<file path="src/rtl/aes_share_loader_pkg.sv">
// ============================================================================
// aes_share_loader_pkg : shared constants, FSM encoding and share-word layout
// Revision: 1.0
// ============================================================================
`default_nettype none

package aes_share_loader_pkg;

  localparam int AES_NBYTES = 16;
  localparam int SHARE_W    = 8;

  // Share word layout, common to loader and datapath
  localparam int MASKED_HI_MSB = 15;
  localparam int MASKED_HI_LSB = 8;
  localparam int MASK_LO_MSB   = 7;
  localparam int MASK_LO_LSB   = 0;

  typedef enum logic [1:0] {
    IDLE   = 2'd0,
    STREAM = 2'd1,
    HOLD   = 2'd2
  } state_e;

endpackage

`default_nettype wire

</file>
<file path="src/rtl/aes_share_loader_share_shifter.sv">
// ============================================================================
// aes_share_loader_share_shifter : parallel-load, byte-shift-left share register
// Revision: 1.0
// ============================================================================
`default_nettype none

module aes_share_loader_share_shifter
  import aes_share_loader_pkg::*;
#(
  parameter int NBYTES = AES_NBYTES,
  parameter int BW     = SHARE_W
) (
  input  logic                 clk,
  input  logic                 rst,
  input  logic                 load_i,
  input  logic                 shift_i,
  input  logic [NBYTES*BW-1:0] masked_i,
  input  logic [NBYTES*BW-1:0] mask_i,
  output logic [2*BW-1:0]      share_o
);

  localparam int DW = NBYTES * BW;

  logic [DW-1:0] masked_q, masked_d;
  logic [DW-1:0] mask_q, mask_d;

  always_comb begin
    masked_d = masked_q;
    mask_d   = mask_q;
    if (load_i) begin
      masked_d = masked_i;
      mask_d   = mask_i;
    end else if (shift_i) begin
      // Zero fill so the registers are empty once the last byte has left
      masked_d = {masked_q[DW-BW-1:0], {BW{1'b0}}};
      mask_d   = {mask_q[DW-BW-1:0], {BW{1'b0}}};
    end
  end

  always_ff @(posedge clk or posedge rst) begin
    if (rst) begin
      masked_q <= '0;
      mask_q   <= '0;
    end else begin
      masked_q <= masked_d;
      mask_q   <= mask_d;
    end
  end

  assign share_o[MASKED_HI_MSB:MASKED_HI_LSB] = masked_q[DW-1 -: BW];
  assign share_o[MASK_LO_MSB:MASK_LO_LSB]     = mask_q[DW-1 -: BW];

endmodule

`default_nettype wire

</file>
<file path="src/rtl/aes_share_loader.sv">
// ============================================================================
// aes_share_loader : masks a pt/key block on capture and streams Boolean share
// byte-pairs into the masked AES datapath, one per cycle. Revision: 1.0
// ============================================================================
`default_nettype none

module aes_share_loader
  import aes_share_loader_pkg::*;
#(
  parameter int NBYTES = AES_NBYTES,
  parameter int BW     = SHARE_W
) (
  input  logic                 clk,
  input  logic                 rst,
  input  logic                 in_valid,
  output logic                 in_ready,
  input  logic [NBYTES*BW-1:0] pt,
  input  logic [NBYTES*BW-1:0] key,
  input  logic [NBYTES*BW-1:0] mask_pt,
  input  logic [NBYTES*BW-1:0] mask_key,
  input  logic                 core_done,
  output logic [2*BW-1:0]      pt_share,
  output logic [2*BW-1:0]      key_share,
  output logic                 share_valid,
  output logic                 load_start,
  output logic                 load_last
);

  localparam int             CW        = $clog2(NBYTES);
  localparam logic [CW-1:0]  CNT_LAST  = CW'(NBYTES - 1);
  localparam logic [CW-1:0]  CNT_PRE   = CW'(NBYTES - 2);

  state_e        state_q, state_d;
  logic [CW-1:0] cnt_q, cnt_d;
  logic          in_ready_q, in_ready_d;
  logic          share_valid_q, share_valid_d;
  logic          load_start_q, load_start_d;
  logic          load_last_q, load_last_d;
  logic          capture, shift;

  always_ff @(posedge clk or posedge rst) begin
    if (rst) begin
      state_q       <= IDLE;
      cnt_q         <= '0;
      in_ready_q    <= 1'b1;
      share_valid_q <= 1'b0;
      load_start_q  <= 1'b0;
      load_last_q   <= 1'b0;
    end else begin
      state_q       <= state_d;
      cnt_q         <= cnt_d;
      in_ready_q    <= in_ready_d;
      share_valid_q <= share_valid_d;
      load_start_q  <= load_start_d;
      load_last_q   <= load_last_d;
    end
  end

  // Flag outputs are computed one cycle early so they line up with the byte
  always_comb begin
    state_d       = state_q;
    cnt_d         = cnt_q;
    in_ready_d    = 1'b0;
    share_valid_d = 1'b0;
    load_start_d  = 1'b0;
    load_last_d   = 1'b0;
    capture       = 1'b0;
    shift         = 1'b0;
    case (state_q)
      IDLE: begin
        if (in_valid && in_ready_q) begin
          capture       = 1'b1;
          cnt_d         = '0;
          state_d       = STREAM;
          share_valid_d = 1'b1;
          load_start_d  = 1'b1;
        end else begin
          in_ready_d = 1'b1;
        end
      end
      STREAM: begin
        shift = 1'b1;
        if (cnt_q == CNT_LAST) begin
          cnt_d   = '0;
          state_d = HOLD;
        end else begin
          cnt_d         = cnt_q + CW'(1);
          share_valid_d = 1'b1;
          load_last_d   = (cnt_q == CNT_PRE);
        end
      end
      HOLD: begin
        if (core_done) begin
          state_d    = IDLE;
          in_ready_d = 1'b1;
        end
      end
      default: begin
        state_d    = IDLE;
        in_ready_d = 1'b1;
      end
    endcase
  end

  aes_share_loader_share_shifter #(
    .NBYTES (NBYTES),
    .BW     (BW)
  ) u_pt_shifter (
    .clk      (clk),
    .rst      (rst),
    .load_i   (capture),
    .shift_i  (shift),
    .masked_i (pt ^ mask_pt),
    .mask_i   (mask_pt),
    .share_o  (pt_share)
  );

  aes_share_loader_share_shifter #(
    .NBYTES (NBYTES),
    .BW     (BW)
  ) u_key_shifter (
    .clk      (clk),
    .rst      (rst),
    .load_i   (capture),
    .shift_i  (shift),
    .masked_i (key ^ mask_key),
    .mask_i   (mask_key),
    .share_o  (key_share)
  );

  assign in_ready    = in_ready_q;
  assign share_valid = share_valid_q;
  assign load_start  = load_start_q;
  assign load_last   = load_last_q;

endmodule

`default_nettype wire

</file>
<file path="config.mk">
export PLATFORM = sky130hd
export DESIGN_NAME = aes_share_loader
export DESIGN_NICKNAME = d
export VERILOG_FILES = /design/src/rtl/aes_share_loader_pkg.sv /design/src/rtl/aes_share_loader_share_shifter.sv /design/src/rtl/aes_share_loader.sv
export SDC_FILE = /design/constraint.sdc
export NUM_CORES = 1
export LEC_CHECK = 0
export BUFFER_PORTS_ARGS = -buffer_cell sky130_fd_sc_hd__buf_2
export CAP_MARGIN = 10
export CORE_ASPECT_RATIO = 0.8
export CORE_MARGIN = 3
export CORE_UTILIZATION = 49
export DETAILED_ROUTE_END_ITERATION = 8
export PLACE_DENSITY = 0.81
export SYNTH_ARGS = -nofsm -noshare
export SYNTH_HDL_FRONTEND = slang
export SYNTH_SLANG_ARGS = --single-unit
</file>
<file path="constraint.sdc">
create_clock -name clk -period 17.3 [get_ports clk]
set_input_delay 2.595 -clock clk [delete_from_list [all_inputs] [get_ports clk]]
set_output_delay 2.595 -clock clk [all_outputs]
set_load 0.005 [all_outputs]
</file>
[Yosys cells after proc, flatten, opt, wreduce, memory -nomap -nowiden]
Cells that the tools add are included.
Storage, ports and cells
  output and inout port bits: 36
  word-level logic and storage cells: 51
  bits in registers: 522
  input bits: 516
Cells by class
  multiplexer cells: 25
  equal/unequal tests: 7
  $add $sub $neg: 1
  reduce and logical (&&, ||, !) cells: 6
  bitwise logic cells: 2
Operator list (number)
  $mux W128: 8
  $xor A128 B128 Y128: 2
  $eq A4 B4 Y1 const B: 2
  $mux W1: 8
  $mux W4: 2
  $pmux W4 S2: 1
  $mux W2: 3
  $ne A2 B2 Y1 const B: 3
  $pmux W2 S3: 1
  $add A4 B1 Y4 const B: 1
  $reduce_bool A2 Y1: 2
  $pmux W1 S3: 1
  $reduce_and A3 Y1: 1
  $eq A2 B1 Y1 const B: 1
  $eq A2 B2 Y1 const B: 1
  $logic_not A2 Y1: 1
  $pmux W1 S2: 1
  $reduce_and A2 Y1: 1
  $logic_and A1 B1 Y1: 1

[Logic depth before layout (Yosys ltp)]
Gate-level depths: netlist (run 1).
  depth in word-level cells: 4
  mapped depth: 6

[By module]
From an unflattened synthesis (run 1), not the netlist that was laid out.
Second synthesis, totals
  cells, all modules: 2551
  area, all modules: 26844.5 µm²
Modules (own cells, without submodules)
  aes_share_loader_share_shifter: sequential area each 6406.1 µm², cells each 1127, times used 2, area each 12074.1 µm²
  aes_share_loader: sequential area each 251.5 µm², cells each 297, times used 1, area each 2696.3 µm²

[Worst setup path after synthesis (run 1)]
OpenSTA, ideal clock, no wires.
  path type: input-to-reg
  start: in in_valid
  end: reg u_key_shifter.masked_q[21]
  path slack: 13.606 ns
  arrival: 3.568 ns
  setup time: 0.126 ns
  stages on the path: 6
  cell sequence: a21oi_1 -> or2_1 -> clkbuf_1 -> buf_2 -> clkbuf_1 -> a221o_1
Between the ends
  word-level cells in the longest chain between the ends: 4
  elaborated cells between the ends (all ways): 5
  those cells by class: 3 x mux; 2 x reduce/logical
Ends and longest elaborated chain
  start: declaration: line aes_share_loader.sv:15  | input logic in_valid,
  $logic_and A1 B1 Y1 (*): line aes_share_loader.sv:71  | if (in_valid && in_ready_q) begin
  $mux W1 (*): line aes_share_loader.sv:71
  $mux W1 (*): line aes_share_loader.sv:69  | case (state_q)
  $mux W128 / $reduce_bool A2 Y1 (equally long branches)
  end signal: assignment: line aes_share_loader_share_shifter.sv:45  | masked_q <= masked_d;
  end: declaration: line aes_share_loader_share_shifter.sv:24  | logic [DW-1:0] masked_q, masked_d;
Every way passes the cells marked *; elsewhere a longest branch is shown, timed or not.
A chain may end at the register's enable or synchronous reset.

[Final worst setup path (run 1)]
  start: in in_valid
  end: reg u_key_shifter.masked_q[99]
Same word-level chain as after synthesis.

==> results.toml, run 1 <==
[yosys]
mapped_cell_area_um2 = 24300
asyncSetResetFlopFracSynth_pct = 100
synth_common_cells = "sky130_fd_sc_hd__dfrtp_1 (521), sky130_fd_sc_hd__nand2_1 (354), sky130_fd_sc_hd__nor2_1 (259)"
synthDistinctLibCells = 27
synth.net_count = 2920
synth.largest_area_cell = "sky130_fd_sc_hd__dfrtp_1"
synth-edff-count = 0
postSynthAreaPerCell_um2 = 10.1
post_synth_inst_count = 2402
yosys-top-cells-area = "sky130_fd_sc_hd__dfrtp_1 (54%), sky130_fd_sc_hd__a221o_1 (7.9%), sky130_fd_sc_hd__xnor2_1 (7.5%)"
synth.yosys.warnings = 0
synthMostInstantiatedCell = "sky130_fd_sc_hd__dfrtp_1"
synth_ff_type = "sky130_fd_sc_hd__dfrtp_1"
share_of_the_yosys_chip_area_belonging_to_registers_pct = 53.7
synth_top_area_share_pct = 53.6
number_of_synthesized_register_bits = 522

[min_path]
worstHoldStart = "u_key_shifter.mask_q[14]"
holdPathStages = 2
min_to = "u_key_shifter.mask_q[22]"
hold_class = "reg -> reg"

[drt]
final_antenna_net_count = 0
detailroute.via_count = 21500
remaining_drc_errors = 0
avgViaCountPerCell = 6.12
drt_pre_antenna_iters = 8
route.detailed.wl_per_inst_um = 22.7
detail_route.wirelength_um = 79900
drt_iter0_drc = 3247

[outcome]
run_status = "complete, no violations"

[floorplan]
design.die.area_um2 = 52400
io_pins = 552
die_width_um = 255
initial_core_util_pct = 49.9
rows = 72
die-height_um = 205
design.core.area_um2 = 48700

[critical_path]
cpLargestDelayFamily = "buffers and inverters"
setup_slack_of_the_worst_register_to_register_path_ps = 13120
criticalPathCategory = "in -> reg"
timing.critical_path.from_type = "input pin"
endpoint_kind = "register"
worstPathCellList = "buf_2 > a21oi_4 > or2_4 > buf_4 > buf_4 > a221o_1"
critical_path_buf_inv_count = 3
worst_r2r_path_depth = 5
cp.arrival_ps = 5970
worstReg2RegStart = "state_q[1]"
rr_endpoint = "u_key_shifter.mask_q[76]"
slowest_delay_ps = 780
crit_path_frequent_cell = "sky130_fd_sc_hd__buf_4"
crit_path_top_delay_cell = "sky130_fd_sc_hd__buf_4"
critPathMaxFanout = 77
timing.critical_path.required_ps = 17810

[timing]
totalNegativeSetupSlack_ps = 0
hold_slack_ps = 491
period_share_pct = 31.6
post_route_minimum_period_ps = 5460
finalSetupViolCount = 0
final.setup_skew_ps = 22.6
fmax_achieved_mhz = 183
timing.final.max_slew_violations = 0
rsz0062_at_grt = "no"
worst_slew_pin_slew_ps = 1270
hold_viol = 0
maxSlewHeadroom_pct = 15.3

[cts]
postCtsHoldBufs = 0
cts.reportedPaths.clkPinSlew_ps = 60
clock_h_tree_levels = 2
clk_latency_ps = 590
cts-root-to-sink-buffers = 3
clk_tree_root_cell = "sky130_fd_sc_hd__clkbuf_16"
post_cts_resized = 0
tritoncts = "built"
cts.sink_count = 522
cts_buffers = 52
post_cts_buffers = 0

[grt]
global_route.peak_usage_layer = "met2"
first_global_vias = 21100
grt.met3_usage_pct = 5.94
grt_max_degree = 232
gr-usage-met2_pct = 44.7
globalRouteMet1Util_pct = 42.7
grt_antenna_before_repair = 12
grt_pass1_wl_um = 121000
grt_overflow_total = 0
all_layer_global_routing_usage_pct = 29.7

[finish]
layout.filler_cells = 4025
areaGrowthSynthToFinish_pct = 18.4
final-seq-area_um2 = 13100
total_number_of_nets_in_the_final_design = 3309
area_of_the_multi_input_gates_um2 = 10200
drive_gt1_share_pct = 23.5

[placed_design]
port_buffers = 551
globalplace.congestion = 0.979
dp.final_hpwl_um = 54300

[run]
maxCapViolCount = 0

[pwr]
p_per_area_nw_per_um2 = 178
total_leakage_power_nw = 13.7
worst_ir_drop_vdd_mv = 0.169
finalPower_mw = 5.13
[power breakdown]
| part | internal, mW | switching [mW] |
|---|---|---|
| registers | 1.77 | 0.388 |
| clock network | 0.680 | 0.495 |
| logic | 0.694 | 1.10 |
| total | 3.14 | 1.99 |
[final cells by class]
type | count | share of cell area, %
flip-flops and latches | 522 | 45.4
multi-input cells | 1642 | 35.3
repair buffers | 569 | 10.1
clock buffers | 69 | 5.02
well taps | 666 | 2.89
clock inverters | 28 | 1.13
diodes | 13 | 0.113
inverters | 4 | 0.0955
[registers in the layout (all words and copies together) (netlist names)]
signal / cells
cnt_q: 4
in_ready: 1
load_last: 1
load_start: 1
share_valid: 1
state_q: 2
u_key_shifter.mask_q: 128
u_key_shifter.masked_q: 128
u_pt_shifter.mask_q: 128
u_pt_shifter.masked_q: 128
[layer usage]
layer | vias up | part of all wire (%) | routed length, µm
li1 | 9317 | - | -
met4 | 0 | 3.5 | 2770
met5 | - | 0 | 0
met1 | 10700 | 41 | 32600
met2 | 1287 | 46 | 36400
met3 | 187 | 10 | 8050
[cell usage in the layout (no fill, tap or decap), types with 2 or more instances in the layout]
cell / count
sky130_fd_sc_hd__clkbuf_1: 9
sky130_fd_sc_hd__buf_2: 551
sky130_fd_sc_hd__xor2_1: 47
sky130_fd_sc_hd__nor2_1: 259
sky130_fd_sc_hd__buf_12: 2
sky130_fd_sc_hd__bufinv_16: 6
sky130_fd_sc_hd__a21oi_1: 4
sky130_fd_sc_hd__a221o_1: 193
sky130_fd_sc_hd__a22o_1: 16
sky130_fd_sc_hd__nand2_1: 354
sky130_fd_sc_hd__ha_1: 2
sky130_fd_sc_hd__buf_4: 16
sky130_fd_sc_hd__inv_1: 2
sky130_fd_sc_hd__a22oi_1: 224
sky130_fd_sc_hd__inv_6: 2
sky130_fd_sc_hd__clkinvlp_4: 7
sky130_fd_sc_hd__xnor2_1: 209
sky130_fd_sc_hd__nand3_1: 20
sky130_fd_sc_hd__diode_2: 13
sky130_fd_sc_hd__a31oi_1: 64
sky130_fd_sc_hd__o21ai_0: 241
sky130_fd_sc_hd__clkbuf_8: 8
sky130_fd_sc_hd__clkinv_2: 12
sky130_fd_sc_hd__dfrtp_1: 520
sky130_fd_sc_hd__clkbuf_16: 52
[worst max-delay path by stage]
stage | startpoint | end | slack [ps] | cells past startpoint
after floorplan | rst | cnt_q[0] | 120 | 1
after global placement | in_valid | u_key_shifter.masked_q[88] | 11390 | 6
after detailed placement | in_valid | u_key_shifter.masked_q[66] | 11310 | 6
after CTS | in_valid | u_key_shifter.masked_q[41] | 11950 | 6
after global routing | in_valid | u_key_shifter.masked_q[87] | 11670 | 6
final | in_valid | u_key_shifter.masked_q[99] | 11840 | 6
[per-stage QoR]
step / std cells / worst slack [ps] / util [%] / area [µm²]
global route: 3511 / 11670 / 59.1 / 28800
floorplan: 2402 / 123 / - / 24300
finish: 3513 / 11840 / 59.1 / 28800
detailed placement: 3403 / 11310 / 55.4 / 27000
global placement: 3403 / 11390 / 55.4 / 27000
CTS: 3500 / 11950 / 59.0 / 28800
[logic make-up after synthesis]
logic type	share of synthesized area, %
compound gates	22.2
xor+xnor	9.22
fa+ha+maj	0.103
buf+inv	4.74
flops	53.7
simple gates	10.0
[worst register-to-register path, stage by stage, from the launching register on]
cell and delay, ps:
sky130_fd_sc_hd__dfrtp_4 680, sky130_fd_sc_hd__nor2b_4 950, sky130_fd_sc_hd__buf_4 1010, sky130_fd_sc_hd__buf_4 990, sky130_fd_sc_hd__a22oi_1 310, sky130_fd_sc_hd__nand2_1 160
Power figures use the tool's default switching activity.
==> inputs of run 2 (changes only) <==
Settings changed: ABC_AREA set to 1, CORE_UTILIZATION 49 to 51, PLACE_DENSITY 0.81 to 0.83.
Clock period 17.3 ns to 4.8 ns, I/O delays scaled along.
==> results.toml, run 2 <==
[drt]
detail_route.wirelength_um = 82200
avgViaCountPerCell = 5.33
drt_iter0_drc = 3129
remaining_drc_errors = 0
final_antenna_net_count = 0
drt_pre_antenna_iters = 6
detailroute.via_count = 27300
route.detailed.wl_per_inst_um = 16.0

[critical_path]
critPathMaxFanout = 90
setup_slack_of_the_worst_register_to_register_path_ps = 2340
timing.critical_path.required_ps = 5330
criticalPathCategory = "reg -> reg"
cp.arrival_ps = 2990
endpoint_kind = "register"
timing.critical_path.from_type = "register"
worstReg2RegStart = "state_q[0]"
cp-startpoint = "state_q[0]"

[yosys]
synth_top_area_share_pct = 46.6
synth.net_count = 4493
mapped_cell_area_um2 = 28000
post_synth_inst_count = 3975
asyncSetResetFlopFracSynth_pct = 100
yosys-top-cells-area = "sky130_fd_sc_hd__dfrtp_1 (47%), sky130_fd_sc_hd__nand2_1 (20%), sky130_fd_sc_hd__nand3_1 (16%)"
synthMostInstantiatedCell = "sky130_fd_sc_hd__nand2_1"
number_of_synthesized_register_bits = 522
synth-edff-count = 0
synth_common_cells = "sky130_fd_sc_hd__nand2_1 (1512), sky130_fd_sc_hd__nand3_1 (920), sky130_fd_sc_hd__dfrtp_1 (521)"
postSynthAreaPerCell_um2 = 7.04
synth_ff_type = "sky130_fd_sc_hd__dfrtp_1"
share_of_the_yosys_chip_area_belonging_to_registers_pct = 46.7
synth.largest_area_cell = "sky130_fd_sc_hd__dfrtp_1"
synth.yosys.warnings = 0
synthDistinctLibCells = 20

[run]
maxCapViolCount = 0

[grt]
grt_antenna_before_repair = 18
grt_overflow_total = 0
grt_max_degree = 155
first_global_vias = 24900
all_layer_global_routing_usage_pct = 27.6
grt_pass1_wl_um = 129000

[timing]
fmax_achieved_mhz = 407
period_share_pct = 51.2
timing.final.max_slew_violations = 0
post_route_minimum_period_ps = 2460
hold_viol = 0
hold_slack_ps = 365
final.setup_skew_ps = 23.7
worst_slew_pin_slew_ps = 1030
maxSlewHeadroom_pct = 30.9
rsz0062_at_grt = "no"
totalNegativeSetupSlack_ps = 0
finalSetupViolCount = 0

[cts]
cts-root-to-sink-buffers = 3
postCtsHoldBufs = 0
post_cts_buffers = 0
post_cts_resized = 0
clk_tree_root_cell = "sky130_fd_sc_hd__clkbuf_16"
clk_latency_ps = 600
cts_buffers = 53
cts.sink_count = 522
tritoncts = "built"
clock_h_tree_levels = 2
cts.reportedPaths.clkPinSlew_ps = 70

[finish]
drive_gt1_share_pct = 15.6
areaGrowthSynthToFinish_pct = 15.5
final-seq-area_um2 = 13100
layout.filler_cells = 4932
area_of_the_multi_input_gates_um2 = 12100
total_number_of_nets_in_the_final_design = 4884
layout_commonest_cell = "sky130_fd_sc_hd__nand2_1"
most-common-layout-cells = "sky130_fd_sc_hd__nand2_1 (1512), sky130_fd_sc_hd__nand3_1 (920), sky130_fd_sc_hd__buf_2 (551)"

[floorplan]
die_width_um = 268
io_pins = 552
die-height_um = 216
rows = 76
design.die.area_um2 = 57800
initial_core_util_pct = 51.8
design.core.area_um2 = 54100

[placed_design]
globalplace.congestion = 0.898
dp.final_hpwl_um = 58000
port_buffers = 551

[pwr]
total_leakage_power_nw = 18.1
p_per_area_nw_per_um2 = 575
worst_ir_drop_vdd_mv = 0.331

[outcome]
run_status = "complete, no violations"

[min_path]
hold_class = "in -> async"
## run 2: cell types whose count changed in the layout (fill, tap and decap cells not counted), sizes merged, moves of 188 or more
cell   delta
xnor2   -193
o21ai   -188
a22oi   -224
inv     +322
nand2  +1160
nand3   +900
a221o   -193
## run 2: report_power, final
| part | internal, mW | total [mW] | switching [mW] | leakage [nW] |
|---|---|---|---|---|
| logic | 2.38 | 6.64 | 4.25 | 10.7 |
| registers | 6.53 | 7.75 | 1.22 | 6.52 |
| clock network | 2.41 | 4.20 | 1.79 | 0.869 |
## run 2: cell families after synthesis
kind of cell	count (synthesis)	synth area share, %
AND/OR/NAND/NOR	2796	41.7
XOR/XNOR	16	0.500
flip-flops	522	46.7
AO/OA/AOI/OAI	53	0.947
buffers and inverters	586	10.2
adder cells (fa/ha/maj)	2	0.0893
## run 2: path summary, 6_finish.rpt
check / endpoint / cells after the start
min reg2reg: u_key_shifter.masked_q[23] / 2
max in group asynchronous: u_key_shifter.mask_q[117] / 3
max reg2reg: u_key_shifter.mask_q[48] / 5
min: u_pt_shifter.mask_q[72] / 2
min in group clk: u_key_shifter.mask_q[59] / 3
max: u_key_shifter.mask_q[48] / 5
## run 2: worst max-delay path, stage by stage, from the launching register on
cell	delay, ps
sky130_fd_sc_hd__dfrtp_1	510
sky130_fd_sc_hd__inv_2	90
sky130_fd_sc_hd__nor2_4	520
sky130_fd_sc_hd__buf_4	770
sky130_fd_sc_hd__nand2_1	240
sky130_fd_sc_hd__nand3_1	150
## run 2: final cells by class
cell class / count / area share, %
antenna: 16 / 0.124
tap: 702 / 2.72
inverter: 326 / 3.80
clock inverter: 22 / 0.751
timing repair buffer: 596 / 10.1
sequential: 522 / 40.4
multi-input combinational: 2867 / 37.5
clock buffer: 73 / 4.65
## run 2: through the flow
| step | setup WS, ps | instances | area, µm² | total power, mW | utilization (%) |
|---|---|---|---|---|---|
| after floorplan | -3010 | 3975 | 28000 | 12.8 | - |
| after global placement | 2110 | 5013 | 30600 | 14.0 | 56.5 |
| after detailed placement | 2040 | 5013 | 30600 | 14.4 | 56.5 |
| after CTS | 2400 | 5108 | 32300 | 18.6 | 59.7 |
| after global routing | 2230 | 5122 | 32300 | 20.0 | 59.8 |
| final | 2340 | 5124 | 32300 | 18.6 | 59.8 |
## run 2: per-layer routing
metal / track usage [%] / vias to the layer above / part of all wire (%) / wire, µm
li1: - / 13300 / - / -
met1: 38.8 / 12700 / 42 / 34600
met2: 42.3 / 1141 / 46 / 37600
met3: 4.95 / 183 / 8.1 / 6690
met4: 11.5 / 6 / 4.0 / 3280
met5: 0 / - / 0.056 / 46
